**src/rtl/ingress_port_ctrl.sv**
```systemverilog
// Per-port ingress FIFO, header decoder and all-or-nothing crossbar requester.
// Define INGRESS_DROP_STATS_EN to build the saturating dropped-packet counter.
module ingress_port_ctrl #(
  parameter int DATA_W = 8,
  parameter int DEPTH  = 16
) (
  input  logic              clk,
  input  logic              rst_n,
  input  logic              in_valid,
  input  logic [DATA_W-1:0] in_data,
  output logic              in_ready,
  output logic              port_req,
  output logic [3:0]        port_dst,
  input  logic              grant,
  output logic              out_valid,
  output logic [DATA_W-1:0] out_data,
  output logic              out_sop,
  output logic              out_eop,
  output logic [15:0]       drop_count
);

  localparam int AW = $clog2(DEPTH);
  localparam logic [AW:0] PTR_ONE = {{AW{1'b0}}, 1'b1};

  // ST_HDR is the decode cycle between popping the header and requesting.
  typedef enum logic [2:0] {
    ST_IDLE = 3'd0,
    ST_HDR  = 3'd1,
    ST_REQ  = 3'd2,
    ST_SEND = 3'd3,
    ST_DROP = 3'd4
  } state_t;

  state_t            state_r, state_s;
  logic [DATA_W-1:0] mem_r [DEPTH];
  logic [AW:0]       wr_ptr_r, rd_ptr_r, wr_ptr_s, rd_ptr_s;
  logic              wr_en_s, rd_en_s, empty_s, hold_req_s;
  logic [DATA_W-1:0] head_s, hdr_q_r;
  logic [3:0]        rem_r;
  logic              in_ready_r, port_req_r, out_valid_r, out_sop_r, out_eop_r;
  logic [3:0]        port_dst_r;
  logic [DATA_W-1:0] out_data_r;

  function automatic logic ptr_full(input logic [AW:0] wp, input logic [AW:0] rp);
    return (wp[AW] != rp[AW]) && (wp[AW-1:0] == rp[AW-1:0]);
  endfunction

  assign wr_en_s    = in_valid && in_ready_r;
  assign empty_s    = (wr_ptr_r == rd_ptr_r);
  assign head_s     = mem_r[rd_ptr_r[AW-1:0]];
  assign wr_ptr_s   = wr_en_s ? (wr_ptr_r + PTR_ONE) : wr_ptr_r;
  assign rd_ptr_s   = rd_en_s ? (rd_ptr_r + PTR_ONE) : rd_ptr_r;
  assign hold_req_s = (state_s == ST_REQ) || (state_s == ST_SEND);

  // Next-state and FIFO pop decode
  always_comb begin
    state_s = state_r;
    rd_en_s = 1'b0;
    case (state_r)
      ST_IDLE: begin
        if (!empty_s) begin
          rd_en_s = 1'b1;
          state_s = ST_HDR;
        end else begin
          state_s = ST_IDLE;
        end
      end
      ST_HDR: begin
        if (hdr_q_r[3:0] == 4'b0000) begin
          state_s = ST_DROP;
        end else begin
          state_s = ST_REQ;
        end
      end
      ST_REQ: begin
        if (grant) begin
          state_s = ST_SEND;
        end else begin
          state_s = ST_REQ;
        end
      end
      ST_SEND: begin
        if (out_eop_r) begin
          state_s = ST_IDLE;
        end else if ((rem_r != 4'd0) && !empty_s) begin
          rd_en_s = 1'b1;
        end else begin
          state_s = ST_SEND;
        end
      end
      ST_DROP: begin
        if (rem_r == 4'd0) begin
          state_s = ST_IDLE;
        end else if (!empty_s) begin
          rd_en_s = 1'b1;
          state_s = (rem_r == 4'd1) ? ST_IDLE : ST_DROP;
        end else begin
          state_s = ST_DROP;
        end
      end
      default: begin
        state_s = ST_IDLE;
      end
    endcase
  end

  // State register and FIFO pointers; in_ready tracks the post-edge full flag
  always_ff @(posedge clk or negedge rst_n) begin
    if (!rst_n) begin
      state_r    <= ST_IDLE;
      wr_ptr_r   <= '0;
      rd_ptr_r   <= '0;
      in_ready_r <= 1'b0;
    end else begin
      state_r    <= state_s;
      wr_ptr_r   <= wr_ptr_s;
      rd_ptr_r   <= rd_ptr_s;
      in_ready_r <= !ptr_full(wr_ptr_s, rd_ptr_s);
    end
  end

  // FIFO storage
  always_ff @(posedge clk) begin
    if (wr_en_s) begin
      mem_r[wr_ptr_r[AW-1:0]] <= in_data;
    end
  end

  // Header latch and remaining payload count
  always_ff @(posedge clk or negedge rst_n) begin
    if (!rst_n) begin
      hdr_q_r <= '0;
      rem_r   <= 4'd0;
    end else if ((state_r == ST_IDLE) && rd_en_s) begin
      hdr_q_r <= head_s;
      rem_r   <= head_s[7:4];
    end else if (rd_en_s) begin
      rem_r   <= rem_r - 4'd1;
    end else begin
      rem_r   <= rem_r;
    end
  end

  // Registered arbiter request and crossbar flit outputs
  always_ff @(posedge clk or negedge rst_n) begin
    if (!rst_n) begin
      port_req_r  <= 1'b0;
      port_dst_r  <= 4'b0000;
      out_valid_r <= 1'b0;
      out_data_r  <= '0;
      out_sop_r   <= 1'b0;
      out_eop_r   <= 1'b0;
    end else begin
      port_req_r  <= hold_req_s;
      port_dst_r  <= hold_req_s ? hdr_q_r[3:0] : 4'b0000;
      out_valid_r <= 1'b0;
      out_data_r  <= '0;
      out_sop_r   <= 1'b0;
      out_eop_r   <= 1'b0;
      if ((state_r == ST_REQ) && grant) begin
        out_valid_r <= 1'b1;
        out_data_r  <= hdr_q_r;
        out_sop_r   <= 1'b1;
        out_eop_r   <= (hdr_q_r[7:4] == 4'd0);
      end else if ((state_r == ST_SEND) && rd_en_s) begin
        out_valid_r <= 1'b1;
        out_data_r  <= head_s;
        out_eop_r   <= (rem_r == 4'd1);
      end else begin
        out_valid_r <= 1'b0;
      end
    end
  end

`ifdef INGRESS_DROP_STATS_EN
  logic [15:0] drop_cnt_r;

  // Saturating count of packets entering DROP
  always_ff @(posedge clk or negedge rst_n) begin
    if (!rst_n) begin
      drop_cnt_r <= 16'h0000;
    end else if ((state_r == ST_HDR) && (state_s == ST_DROP) && (drop_cnt_r != 16'hFFFF)) begin
      drop_cnt_r <= drop_cnt_r + 16'h0001;
    end else begin
      drop_cnt_r <= drop_cnt_r;
    end
  end

  assign drop_count = drop_cnt_r;
`else
  assign drop_count = 16'h0000;
`endif

  assign in_ready  = in_ready_r;
  assign port_req  = port_req_r;
  assign port_dst  = port_dst_r;
  assign out_valid = out_valid_r;
  assign out_data  = out_data_r;
  assign out_sop   = out_sop_r;
  assign out_eop   = out_eop_r;

endmodule

```
**config.mk**
```make
export PLATFORM = sky130hd
export DESIGN_NAME = ingress_port_ctrl
export DESIGN_NICKNAME = d
export VERILOG_FILES = /design/src/rtl/ingress_port_ctrl.sv
export SDC_FILE = /design/constraint.sdc
export NUM_CORES = 1
export LEC_CHECK = 0
export ABC_AREA = 0
export BUFFER_PORTS_ARGS = -buffer_cell sky130_fd_sc_hd__clkbuf_2
export CORE_MARGIN = 3
export CORE_UTILIZATION = 30
export CTS_CLUSTER_DIAMETER = 120
export CTS_CLUSTER_SIZE = 14
export DETAILED_ROUTE_END_ITERATION = 6
export PLACE_DENSITY = 0.54
export SYNTH_ARGS = -nofsm -noshare
export SYNTH_HDL_FRONTEND = slang
export SYNTH_SLANG_ARGS = --single-unit
export TNS_END_PERCENT = 20
```
**constraint.sdc**
```tcl
create_clock -name clk -period 5.8 [get_ports clk]
set_clock_uncertainty 0.1 [all_clocks]
set_input_delay 0.29 -clock clk [delete_from_list [all_inputs] [get_ports clk]]
set_output_delay 0.29 -clock clk [all_outputs]
set_load 0.03 [all_outputs]
```
==> results.sh, run 1 <==
export IMPL_synthAdderAreaFrac_pct=1.40
export IMPL_timing_rr_end="hdr_q_r[2]"
export IMPL_synthFlopType="edfxtp_1"
export IMPL_drive_above_1_share_pct=23.0
export IMPL_clk_path_buf_depth=2
export IMPL_worst_slack_ns=3.05
export IMPL_crit_fanout=22
export IMPL_vias=3611
export IMPL_final_util_pct=35.5
export IMPL_clk_pin_slew_worst_paths_ns=0.07
export IMPL_synth_simple_area_share_pct=6.47
export IMPL_switchingPower_mw=1.51
export IMPL_place_port_buffers=28
export IMPL_insertion_delay_ns=0.43
export IMPL_clockPowerShare_pct=26.3
export IMPL_internal_power_mw=2.72
export IMPL_hold_start="grant"
export IMPL_drtIter0Drc=235
export IMPL_io_pins=45
export IMPL_gp_congestion=0.755
export IMPL_start_util_pct=31.0
export IMPL_layout_worst_path_cycle_share_pct=47.4
export IMPL_r2r_setup_slack_ns=3.05
export IMPL_r2r_start="rd_ptr_r[0]"
export IMPL_antenna_found_initial=0
export IMPL_swShare_pct=35.6
export IMPL_syn_inst=422
export IMPL_syn_area_per_cell_um2=16.9
export IMPL_r2r_cells=6
export IMPL_dp_hpwl_mm=9.06
export IMPL_rows=55
export IMPL_min_path_type="input port to register"
export IMPL_grt_pass1_wl_mm=21.6
export IMPL_synth_cell_types=50
export IMPL_critPathArrivalTime_ns=2.97
export IMPL_yosysTopAreaCell="edfxtp_1"
export IMPL_layoutNonFillerInstCount=782
export IMPL_numPlacedInstances=749
export IMPL_grt_pass1_vias=3661
export IMPL_root_buffer="clkbuf_16"
export IMPL_grt_usage_pct=11.1
export IMPL_nets=476
export IMPL_ant_nets=0
export IMPL_startpoint_type="register"
export IMPL_wl_mm=13.8
export IMPL_outcome="completed"
export IMPL_clock_fmax_mhz=364
export IMPL_synth_mux_area_share_pct=13.3
export IMPL_slew_violations=0
export IMPL_ys_seq_area_share_pct=68.6
export IMPL_dp_slack_ns=3.01
export IMPL_grt_max_degree=43
export IMPL_grt_ovfl_total=0
export IMPL_h_tree_depth=4
export IMPL_end_kind="register"
export IMPL_power_density_mw_per_mm2=519
export IMPL_core_area_mm2=0.0230
export IMPL_leakage_nw=2.94
export IMPL_synth_edff_count=128
export IMPL_rsz0062_at_grt="false"
export IMPL_wl_per_cell_um=17.6
export IMPL_cts_tree="done"
export IMPL_pwr_share_comb_pct=32.6
export IMPL_setup_violations=0
export IMPL_async_reset_ff_share_pct=24.7
export IMPL_synth_xor_area_share_pct=2.79
export IMPL_cap_violations=0
export IMPL_synth_compound_area_share_pct=3.77
export IMPL_ys_ff_latch=170
export IMPL_worstHoldPathCells=2
export IMPL_area_growth_pct=14.2
export IMPL_tightest_slew_ns=1.25
export IMPL_seqPwrFrac_pct=41.1
export IMPL_cts_setup_buffers=0
export IMPL_crit_type="register to register"
export IMPL_drtPass1Iterations=5
export IMPL_numCtsBuffers=17
export IMPL_synth_top_family_by_area="multiplexers"
export IMPL_die_w_um=160
export IMPL_max_slew_margin_pct=15.7
export IMPL_synth_top_area_share_pct=53.9
export IMPL_min_to="out_sop"
export IMPL_die_y_um=160
export IMPL_die_area_mm2=0.0257
export IMPL_period_minus_slack_ns=2.75
export IMPL_vias_per_cell=4.62
export IMPL_ir_worst_vdd_mv=0.199
export IMPL_cts_sinks=170
export IMPL_synth_area_leaders="edfxtp_1, dfrtp_1, mux4_2, mux4_1, nand2_1"
export IMPL_yosys_warnings=0
export IMPL_required_ns=6.02
export IMPL_final_hold_violation_count=0
export IMPL_diodes=0
export IMPL_syn_area_mm2=0.00714
export IMPL_drc=0
export IMPL_nFillCells=2176
export IMPL_fin_tns_setup_ns=0
-- logic make-up (layout without fill, tap and decap cells) --
logic type / after synthesis / in the layout
fa+ha+maj: 8 / 8
flops: 170 / 170
compound gates: 39 / 39
simple gates: 94 / 94
other cells: 1 / 16
mux: 48 / 48
buf+inv: 41 / 73
xor+xnor: 21 / 21
-- through the flow --
stage / area (um2) / hold slack (ns) / power, mW
6_report: 8150 / 0.169 / 4.23
3_5_place_dp: 7550 / 0.388 / 3.16
2_1_floorplan: 7190 / -0.106 / 2.82
4_1_cts: 8150 / 0.161 / 4.28
3_3_place_gp: 7550 / 0.375 / 3.14
5_1_grt: 8150 / 0.159 / 4.48
-- synth_stat cells (4+ instances only) --
cell type	number
a21oi_1	10
a22o_1	8
and2_1	5
buf_2	7
buf_4	17
clkbuf_1	5
dfrtp_1	42
edfxtp_1	128
ha_1	8
inv_1	5
mux2_2	5
mux2i_1	7
mux4_1	9
mux4_2	24
nand2_1	36
nand2b_1	4
nor2_1	18
nor3_1	6
o21ai_0	6
o21ai_1	4
xnor2_1	9
xor2_1	11
-- what timing repair did --
item,CTS,global route
hold buffers,1,0
endpoints found under the hold margin,42,0
resized for setup,0,0
endpoints found under the setup margin,0,0
-- power by group through the flow --
stage | Sequential (mW) | Clock, mW | Combinational (mW)
finish | 1.74 | 1.11 | 1.38
global route | 1.77 | 1.19 | 1.52
CTS | 1.74 | 1.14 | 1.40
detailed placement | 1.77 | 0 | 1.39
global placement | 1.76 | 0 | 1.38
floorplan | 1.71 | 0 | 1.10
-- routing by layer --
metal	vias up	share of wire (%)	track usage (%)
li1	1652	-	-
met1	1831	46	15.6
met2	112	47	16.5
met3	16	6.3	3.71
met4	0	1.0	3.23
met5	-	0	0
-- cells in the final DEF (no fill, tap or decap), drive strengths merged, types with 3 or more instances in the layout --
| master | instances |
|---|---|
| nand2b | 4 |
| nor2 | 19 |
| clkbuf | 45 |
| edfxtp | 128 |
| nor2b | 3 |
| ha | 8 |
| xnor2 | 9 |
| clkinv | 3 |
| nand4 | 3 |
| mux2 | 8 |
| nor3 | 7 |
| nand3 | 3 |
| nand2 | 36 |
| and2 | 5 |
| mux4 | 33 |
| a22o | 8 |
| a21oi | 10 |
| buf | 7 |
| conb | 16 |
| mux2i | 7 |
| a211oi | 3 |
| o21ai | 10 |
| dfrtp | 42 |
| inv | 16 |
| xor2 | 11 |
-- state kept, by name, indices dropped and copies added, names as in the netlist --
signal and cells:
rem_r 4, state_r 3, wr_ptr_r 5, mem_r 128, out_data 8, out_sop 1, in_ready 1, out_eop 1
hdr_q_r 8, port_req 1, out_valid 1, port_dst 4, rd_ptr_r 5
-- cell type report --
class,instances,area [um2],share of cell area [%]
repair buffers,36,203,2.49
clock inverters,15,165,2.03
well taps,313,392,4.81
flip-flops and latches,170,4900,60.1
multi-input cells,226,2050,25.1
clock buffers,17,425,5.22
inverters,5,18.8,0.230
-- worst max-delay path, stage by stage, from the launching register on --
cell	delay [ns]
dfrtp_2	0.65
buf_4	0.47
mux4_1	0.60
mux2_2	0.29
nand2_1	0.08
o21ai_1	0.13
mux2_4	0.30
-- worst max path at each step --
stage	slack (ns)	start	endpoint
after detailed placement	3.01	rd_ptr_r[0]	hdr_q_r[2]
after CTS	3.01	rd_ptr_r[0]	hdr_q_r[1]
after global placement	3.01	rd_ptr_r[0]	hdr_q_r[0]
after global routing	2.82	rd_ptr_r[3]	rem_r[3]
after floorplan	3.66	in_ready	in_ready
final	3.05	rd_ptr_r[0]	hdr_q_r[2]
No activity file was read; power rests on OpenSTA's default activity.
==> run 2: changes to the inputs <==
==> constraint.sdc (replaced) <==
create_clock -name clk -period 2.6 [get_ports clk]
set_clock_uncertainty 0.1 [all_clocks]
set_input_delay 0.13 -clock clk [delete_from_list [all_inputs] [get_ports clk]]
set_output_delay 0.13 -clock clk [all_outputs]
set_load 0.03 [all_outputs]
==> results.sh, run 2 (synthesized netlist as in run 1, its figures left out) <==
export IMPL_cts_sinks=170
export IMPL_worst_slack_ns=0.274
export IMPL_numCtsBuffers=17
export IMPL_highest_layer="met5"
export IMPL_cap_violations=0
export IMPL_worstHoldPathCells=1
export IMPL_grt_pass1_vias=3700
export IMPL_seqPwrFrac_pct=37.7
export IMPL_grt_pass1_wl_mm=22.4
export IMPL_path_cells="xor2_1 > nor2_1 > a21oi_1 > o21ai_0 > nand2_1 > o211ai_1"
export IMPL_crit_type="register to register"
export IMPL_power_total_mw=9.72
export IMPL_switchingPower_mw=3.36
export IMPL_insertion_delay_ns=0.43
export IMPL_period_minus_slack_ns=2.33
export IMPL_ir_worst_vdd_mv=0.455
export IMPL_swShare_pct=34.5
export IMPL_internal_power_mw=6.37
export IMPL_wl_met2_mm=6.81
export IMPL_r2r_start="wr_ptr_r[0]"
export IMPL_grt_max_degree=27
export IMPL_drive_above_1_share_pct=26.2
export IMPL_layoutNonFillerInstCount=806
export IMPL_leakage_nw=3.06
export IMPL_r2r_cells=6
export IMPL_antenna_found_initial=1
export IMPL_critPathMaxStageDelay_ns=0.83
export IMPL_drc=0
export IMPL_hold_slack_ns=0.0173
export IMPL_core_area_mm2=0.0230
export IMPL_fin_tns_setup_ns=0
export IMPL_crit_fanout=12
export IMPL_area_growth_pct=16.8
export IMPL_met1Wirelength_mm=6.91
export IMPL_detailroute_wirelength_met3_um=584
export IMPL_clk_pin_slew_worst_paths_ns=0.07
export IMPL_min_path_type="input port to register"
export IMPL_drtPass1Iterations=4
export IMPL_dp_hpwl_mm=9.54
export IMPL_io_pins=45
export IMPL_h_tree_depth=4
export IMPL_die_area_mm2=0.0257
export IMPL_max_slew_margin_pct=28.8
export IMPL_power_density_mw_per_mm2=1170
export IMPL_required_ns=2.80
export IMPL_root_buffer="clkbuf_16"
export IMPL_critPathArrivalTime_ns=2.52
export IMPL_layout_worst_path_cycle_share_pct=89.5
export IMPL_nets=500
export IMPL_critPathLaunch="wr_ptr_r[0]"
export IMPL_slew_violations=0
export IMPL_nFillCells=2163
export IMPL_grt_usage_pct=11.6
export IMPL_r2r_setup_slack_ns=0.27
export IMPL_outcome="completed"
export IMPL_place_port_buffers=28
export IMPL_cts_tree="done"
export IMPL_tightest_slew_ns=1.07
export IMPL_end_kind="register"
export IMPL_ant_nets=0
export IMPL_clockPowerShare_pct=25.8
export IMPL_clk_path_buf_depth=2
export IMPL_cts_repair_resized=0
export IMPL_wl_mm=14.4
export IMPL_timing_rr_end="rem_r[3]"
export IMPL_setup_violations=0
export IMPL_critPathSlowestCell="a21oi_1"
export IMPL_vias_per_cell=4.65
export IMPL_layout_common_cells="edfxtp_1, dfrtp_1, nand2_1"
export IMPL_numPlacedInstances=773
export IMPL_grt_ovfl_total=0
export IMPL_die_w_um=160
export IMPL_final_hold_violation_count=0
export IMPL_largest_reg_flops=128
export IMPL_gp_congestion=0.781
export IMPL_vias=3746
export IMPL_crit_end="rem_r[3]"
export IMPL_dp_slack_ns=0.285
export IMPL_postLayoutCellArea_mm2=0.00834
export IMPL_rsz0062_at_grt="false"
export IMPL_start_util_pct=31.0
export IMPL_startpoint_type="register"
export IMPL_die_y_um=160
export IMPL_dpl_cell_area_mm2=0.00774
export IMPL_wl_per_cell_um=17.9
export IMPL_drtIter0Drc=375
export IMPL_final_common_cell="edfxtp_1"
export IMPL_pwr_share_comb_pct=36.6
export IMPL_final_util_pct=36.3
export IMPL_rows=55
export IMPL_clock_fmax_mhz=430
export IMPL_diodes=0
run 2: cell types whose count changed in the layout (fill, tap and decap cells not counted), moves of 2 or more:
cell | previous run | this run
buf_4 | 7 | 30
clkinv_2 | 0 | 2
bufinv_16 | 0 | 2
inv_8 | 5 | 1
run 2: cell type report:
cell class	instances	area [um2]	area share, %
clock inverter	14	161	1.94
multi-input combinational	226	2040	24.5
inverter	5	18.8	0.225
sequential	170	4900	58.7
clock buffer	18	429	5.15
timing repair buffer	60	395	4.74
tap	313	392	4.70
run 2: repair_timing:
| item | in CTS | in global routing |
|---|---|---|
| setup buffers | 0 | 0 |
| hold buffers | 1 | 0 |
| hold endpoints to repair | 25 | 0 |
| setup endpoints to repair | 0 | 0 |
run 2: routing by layer:
metal | up-vias | track usage, %
li1 | 1704 | -
met1 | 1953 | 16.4
met2 | 76 | 17.7
met3 | 11 | 3.22
met4 | 2 | 3.20
met5 | - | 0
run 2: power groups by stage:
stage          Sequential, mW  Combinational (mW)  Clock [mW]
2_1_floorplan            3.82                2.46           0
3_3_place_gp             3.70                3.58           0
3_5_place_dp             3.72                3.59           0
4_1_cts                  3.67                3.61        2.57
5_1_grt                  3.72                3.87        2.69
6_report                 3.66                3.55        2.51
run 2: worst min-delay path by stage:
stage / endpoint / slack [ns] / from
CTS: mem_r[2][3] / 0.01 / in_data[3]
detailed placement: out_data[6] / 0.11 / rst_n
floorplan: hdr_q_r[0] / -0.27 / rst_n
global placement: in_ready / 0.11 / rst_n
finish: mem_r[8][3] / 0.02 / in_data[3]
global route: mem_r[10][3] / 0.04 / in_data[3]
run 2: critical path, delay by kind of cell (launching register included):
kind	cells	cell delay, ns
AO/OA/AOI/OAI	3	1.15
XOR/XNOR	1	0.29
flip-flops	1	0.43
AND/OR/NAND/NOR	2	0.23
